<file path="src/rtl/core_pkg.sv">
// core_pkg: opcodes, bubble word, instruction field layout and fetch FSM states shared by the pipeline stages.
package core_pkg;
  localparam logic [4:0] OP_JR = 5'b11000;
  localparam logic [4:0] OP_LOAD = 5'b11010;
  localparam logic [4:0] OP_BUBBLE = 5'h1f;
  localparam logic [15:0] BUBBLE_INSTR = 16'hFFFF;
  localparam int OP_MSB = 15;
  localparam int OP_LSB = 11;
  localparam int RD_MSB = 10;
  localparam int RD_LSB = 8;
  localparam int R1_MSB = 7;
  localparam int R1_LSB = 5;
  localparam int R2_MSB = 4;
  localparam int R2_LSB = 2;
  typedef enum logic [1:0] {BOOT = 2'd0, RUN = 2'd1, HOLD = 2'd2, FLUSH = 2'd3} fetch_state_t;
endpackage

</file>
<file path="src/rtl/instr_field_decode.sv">
// instr_field_decode: combinational slicer of the opcode and register fields of a 16-bit instruction.
module instr_field_decode
  import core_pkg::*;
(
  input  logic [OP_MSB:R2_LSB] fields,
  output logic [4:0]           opcode,
  output logic [2:0]           rd_addr,
  output logic [2:0]           r1_addr,
  output logic [2:0]           r2_addr
);
  assign opcode  = fields[OP_MSB:OP_LSB];
  assign rd_addr = fields[RD_MSB:RD_LSB];
  assign r1_addr = fields[R1_MSB:R1_LSB];
  assign r2_addr = fields[R2_MSB:R2_LSB];
endmodule

</file>
<file path="src/rtl/ifid_fetch_stage.sv">
// ifid_fetch_stage: PC, fetch FSM and IF/ID register with stall hold and jr flush.
// Define IFID_PERF_CNT_EN to add the STALL_CYCLES / FLUSH_COUNT counters.
module ifid_fetch_stage #(
  parameter int               PC_W         = 8,
  parameter logic [PC_W-1:0]  RESET_PC     = '0,
  parameter logic [15:0]      BUBBLE_INSTR = core_pkg::BUBBLE_INSTR
) (
  input  logic            CLK,
  input  logic            RST,
  input  logic            STALL,
  input  logic            REDIRECT_VALID,
  input  logic [PC_W-1:0] REDIRECT_PC,
  output logic [PC_W-1:0] IMEM_ADDR,
  input  logic [15:0]     IMEM_DATA,
  output logic [15:0]     IFID_INSTR,
  output logic [PC_W-1:0] IFID_PC,
  output logic            IFID_VALID,
  output logic [4:0]      IFID_OPCODE,
  output logic [2:0]      IFID_RD_ADDR,
  output logic [2:0]      IFID_R1_ADDR,
  output logic [2:0]      IFID_R2_ADDR,
  output logic [1:0]      FETCH_STATE
`ifdef IFID_PERF_CNT_EN
  ,
  output logic [15:0]     STALL_CYCLES,
  output logic [15:0]     FLUSH_COUNT
`endif
);
  import core_pkg::*;
  fetch_state_t state, state_nx;
  logic [PC_W-1:0] pc;
  logic redirect, hold;
  // BOOT always fetches; every other state reacts to redirect before stall
  assign redirect = state != BOOT && REDIRECT_VALID;
  assign hold = state != BOOT && !REDIRECT_VALID && STALL;
  always_comb begin
    state_nx = redirect ? FLUSH : hold ? HOLD : RUN;
  end
  always_ff @(posedge CLK) begin
    if (RST) begin
      state      <= BOOT;
      pc         <= RESET_PC;
      IFID_INSTR <= BUBBLE_INSTR;
      IFID_PC    <= '0;
      IFID_VALID <= 1'b0;
    end else begin
      state <= state_nx;
      if (redirect) begin
        pc         <= REDIRECT_PC;
        IFID_INSTR <= BUBBLE_INSTR;
        IFID_PC    <= '0;
        IFID_VALID <= 1'b0;
      end else if (!hold) begin
        pc         <= pc + PC_W'(1);
        IFID_INSTR <= IMEM_DATA;
        IFID_PC    <= pc;
        IFID_VALID <= 1'b1;
      end
    end
  end
  assign IMEM_ADDR = pc;
  assign FETCH_STATE = state;
  instr_field_decode u_dec (
    .fields  (IFID_INSTR[OP_MSB:R2_LSB]),
    .opcode  (IFID_OPCODE),
    .rd_addr (IFID_RD_ADDR),
    .r1_addr (IFID_R1_ADDR),
    .r2_addr (IFID_R2_ADDR)
  );
`ifdef IFID_PERF_CNT_EN
  always_ff @(posedge CLK) begin
    if (RST) begin
      STALL_CYCLES <= '0;
      FLUSH_COUNT  <= '0;
    end else begin
      if (hold && STALL_CYCLES != 16'hFFFF) STALL_CYCLES <= STALL_CYCLES + 16'd1;
      if (redirect && FLUSH_COUNT != 16'hFFFF) FLUSH_COUNT <= FLUSH_COUNT + 16'd1;
    end
  end
`endif
endmodule

</file>
<file path="config.mk">
export PLATFORM = sky130hd
export DESIGN_NAME = ifid_fetch_stage
export DESIGN_NICKNAME = d
export VERILOG_FILES = /design/src/rtl/core_pkg.sv /design/src/rtl/instr_field_decode.sv /design/src/rtl/ifid_fetch_stage.sv
export SDC_FILE = /design/constraint.sdc
export NUM_CORES = 1
export LEC_CHECK = 0
export ABC_AREA = 0
export CAP_MARGIN = 20
export CORE_MARGIN = 1.5
export CORE_UTILIZATION = 35
export DETAILED_ROUTE_END_ITERATION = 8
export GPL_ROUTABILITY_DRIVEN = 0
export PLACE_DENSITY = 0.75
export SETUP_SLACK_MARGIN = 0.05
export SLEW_MARGIN = 25
export SYNTH_ARGS = -nofsm -noshare
export SYNTH_HDL_FRONTEND = slang
export SYNTH_SLANG_ARGS = --single-unit
</file>
<file path="constraint.sdc">
create_clock -name CLK -period 1.1 [get_ports CLK]
set_clock_uncertainty 0.05 [all_clocks]
set_input_delay 0.165 -clock CLK [delete_from_list [all_inputs] [get_ports CLK]]
set_output_delay 0.165 -clock CLK [all_outputs]
set_load 0.005 [all_outputs]
</file>
==> results of run 1 <==
==> final cells by class <==
type | instances | area [µm²] | share of cell area, %
Timing Repair Buffer | 130 | 1102 | 37.54
Clock buffer | 7 | 76.32 | 2.599
Inverter | 2 | 7.507 | 0.2556
Tap cell | 50 | 62.56 | 2.130
Sequential cell | 35 | 755.7 | 25.73
Multi-Input combinational cell | 128 | 927.1 | 31.57
Clock inverter | 1 | 5.005 | 0.1704
==> power breakdown <==
part / leakage, µW / internal, µW / total [µW] / switching [µW]
clock: 0.0000422 / 443 / 876 / 433
combinational: 0.000937 / 554 / 991 / 437
sequential: 0.000293 / 1380 / 1450 / 74.0
total: 0.00127 / 2370 / 3320 / 944
==> kinds of logic after synthesis <==
logic type / count (synthesis)
xor gates and xnor gates: 3
AOI/OAI and AO/OA: 33
buffers and inverters: 24
DFF: 35
and+or+nand+nor: 90
adders and majority gates: 1
==> state kept, by name, indices dropped and copies added (netlist names) <==
name         flops
FETCH_STATE      2
IFID_INSTR      16
IFID_PC          8
IFID_VALID       1
IMEM_ADDR        8
==> critical path: stages (launching register included) <==
cell and delay (ns):
dfxtp_4 0.36, buf_6 0.13, o21ai_1 0.26, nand4_1 0.16
xor2_1 0.17, a21oi_1 0.17
==> through the flow <==
step	utilization [%]	cells
global placement	58.14	309
finish	71.86	353
CTS	66.26	338
global route	71.86	353
detailed placement	58.14	309
floorplan	-	186
==> worst paths after layout <==
kind / startpoint / to / slack, ns / cells past startpoint
worst max-delay path: FETCH_STATE[1] / IMEM_ADDR[6] / -0.27 / 5
worst min-delay path: IMEM_DATA[2] / IFID_INSTR[2] / 0.39 / 3
worst min register to register: IFID_PC[3] / IFID_PC[3] / 0.42 / 2
worst max register to register: FETCH_STATE[1] / IMEM_ADDR[6] / -0.27 / 5
==> layer usage <==
metal	GRT usage, %	part of all wire (%)	wire length, µm	vias to the layer above
li1	-	-	-	847
met1	24.15	39	2199	818
met2	36.66	49	2775	99
met3	5.682	8.5	481	21
met4	7.353	3.1	172	0
met5	0	0	0	-
==> synth_stat cells <==
cell type / n / area share (%)
o21ai_0: 4 / 1.3
nand2_1: 53 / 13
nor2_1: 7 / 1.7
o32ai_1: 1 / 0.58
nand2b_1: 1 / 0.41
dfxtp_1: 35 / 46
nor2_4: 1 / 0.74
inv_1: 2 / 0.50
o32a_1: 1 / 0.66
buf_4: 18 / 8.9
buf_2: 2 / 0.66
and2_1: 2 / 0.83
buf_6: 2 / 1.5
a22o_1: 1 / 0.58
nor3b_1: 1 / 0.50
a21oi_1: 15 / 5.0
nand4_1: 2 / 0.83
o211ai_1: 1 / 0.50
and3_1: 2 / 0.83
nor2b_2: 1 / 0.58
o21ai_2: 1 / 0.58
a311oi_1: 1 / 0.58
nand3_1: 19 / 6.3
o21ai_1: 5 / 1.7
xor2_1: 2 / 1.2
nor3_2: 1 / 0.66
xnor2_1: 1 / 0.58
ha_1: 1 / 0.83
o22ai_1: 1 / 0.41
o21a_2: 1 / 0.58
o21a_1: 1 / 0.50
==> what timing repair did <==
action | CTS | global route
setup buffers | 19 | 12
setup endpoints to repair | 83 | 75
resized for setup | 180 | 91
hold endpoints to repair | 0 | 0
gates cloned | 2 | 4
pin swaps | 7 | 13
==> impl_metrics.env, run 1 <==
export IMPL_synth_compound_area_share_pct=12.91
export IMPL_critPathArrivalTime_ns=1.53
export IMPL_syn_num_nets=215
export IMPL_h_tree_depth=2
export IMPL_end_kind="flip-flop"
export IMPL_grt_ovfl_total=0
export IMPL_num_io_pins=77
export IMPL_crit_type="flip-flop to flip-flop"
export IMPL_portBuffers=76
export IMPL_wirelength_um=5628
export IMPL_yosys_warnings=0
export IMPL_synthAdderAreaFrac_pct=0.8278
export IMPL_rows=23
export IMPL_grtUsageTotal_pct=20.82
export IMPL_period_minus_slack_ns=1.369
export IMPL_synth_xor_xnor_area_share_pct=1.738
export IMPL_die_h_um=68.72
export IMPL_failed_checks="negative setup slack"
export IMPL_cts_inserted_buffers=5
export IMPL_cts_tree="done"
export IMPL_synth_area_um2=1511
export IMPL_layout_commonest_cell="nand2_1"
export IMPL_status="finished with violations"
export IMPL_tightest_slew_ns=0.3909
export IMPL_clkTransAtPathRegs_ns=0.07
export IMPL_wl_per_cell_um=15.94
export IMPL_dp_slack_ns=-0.4738
export IMPL_synth_cell_types=31
export IMPL_maxCapViolations=0
export IMPL_die_area_um2=4722
export IMPL_synth_top_family_by_area="simple AND/OR/NAND/NOR gates"
export IMPL_fin_nets=331
export IMPL_relSlewSlack_pct=73.91
export IMPL_area_growth_syn_to_layout_pct=94.29
export IMPL_antenna_found_initial=0
export IMPL_clock_latency_ns=0.29
export IMPL_grt_max_degree=17
export IMPL_placed_cell_area_um2=2376
export IMPL_clock_sinks=35
export IMPL_grt_pass1_vias=1593
export IMPL_clock_path_buffers=2
export IMPL_fin_hold_ws_ns=0.3937
export IMPL_grt_pass1_wl_um=7196
export IMPL_ys_ff_latch=35
export IMPL_ys_seq_area_share_pct=46.36
export IMPL_vias=1785
export IMPL_drv_slew=0
export IMPL_core_area_um2=4086
export IMPL_worst_endpoint_required_ns=1.26
export IMPL_drt_initial_drc_count=94
export IMPL_mostFrequentLayoutCells="nand2_1 (48), buf_4 (32), clkbuf_2 (30)"
export IMPL_dp_hpwl_um=2917
export IMPL_ir_drop_v=0.0006594
export IMPL_fillers=308
export IMPL_via_per_inst=5.057
export IMPL_fp_dieW_um=68.72
export IMPL_syn_mean_instance_area_um2=8.126
export IMPL_synth_simple_gate_area_share_pct=26.57
export IMPL_synth_mux_area_share_pct=0
export IMPL_max_freq_ghz=0.7307
export IMPL_start_util_pct=36.99
export IMPL_tns_ns=-7.153
export IMPL_synthCells=186
export IMPL_worstPathMaxFanout=5
export IMPL_n_antenna_cell=0
export IMPL_ctsHoldBuffers=0
export IMPL_drc_errors=0
export IMPL_postRouteAntennaNets=0
export IMPL_clock_root_buffer="clkbuf_8"
export IMPL_setup_violations=35
export IMPL_first_pass_iters=4
export IMPL_drive_gt1_share_pct=62.71
export IMPL_hp_class="input pin to flip-flop"
export IMPL_fin_area_um2=2937
export IMPL_post_route_period_util_pct=124.4
export IMPL_leakagePower_uw=0.001272
export IMPL_setup_slack_ns=-0.2686
export IMPL_startpoint_type="flip-flop"
export IMPL_p_per_area_nw_per_um2=1129
export IMPL_finalHoldViolCount=0
export IMPL_power_uw=3317
export IMPL_rsz0062_at_grt="true"
(Power assumes the default switching activity.)
==> run 2: changes to the inputs <==
- CAP_MARGIN: 20 -> default
==> results of run 2 <==
The final DEF is identical to that of run 1; final timing and power are the same.
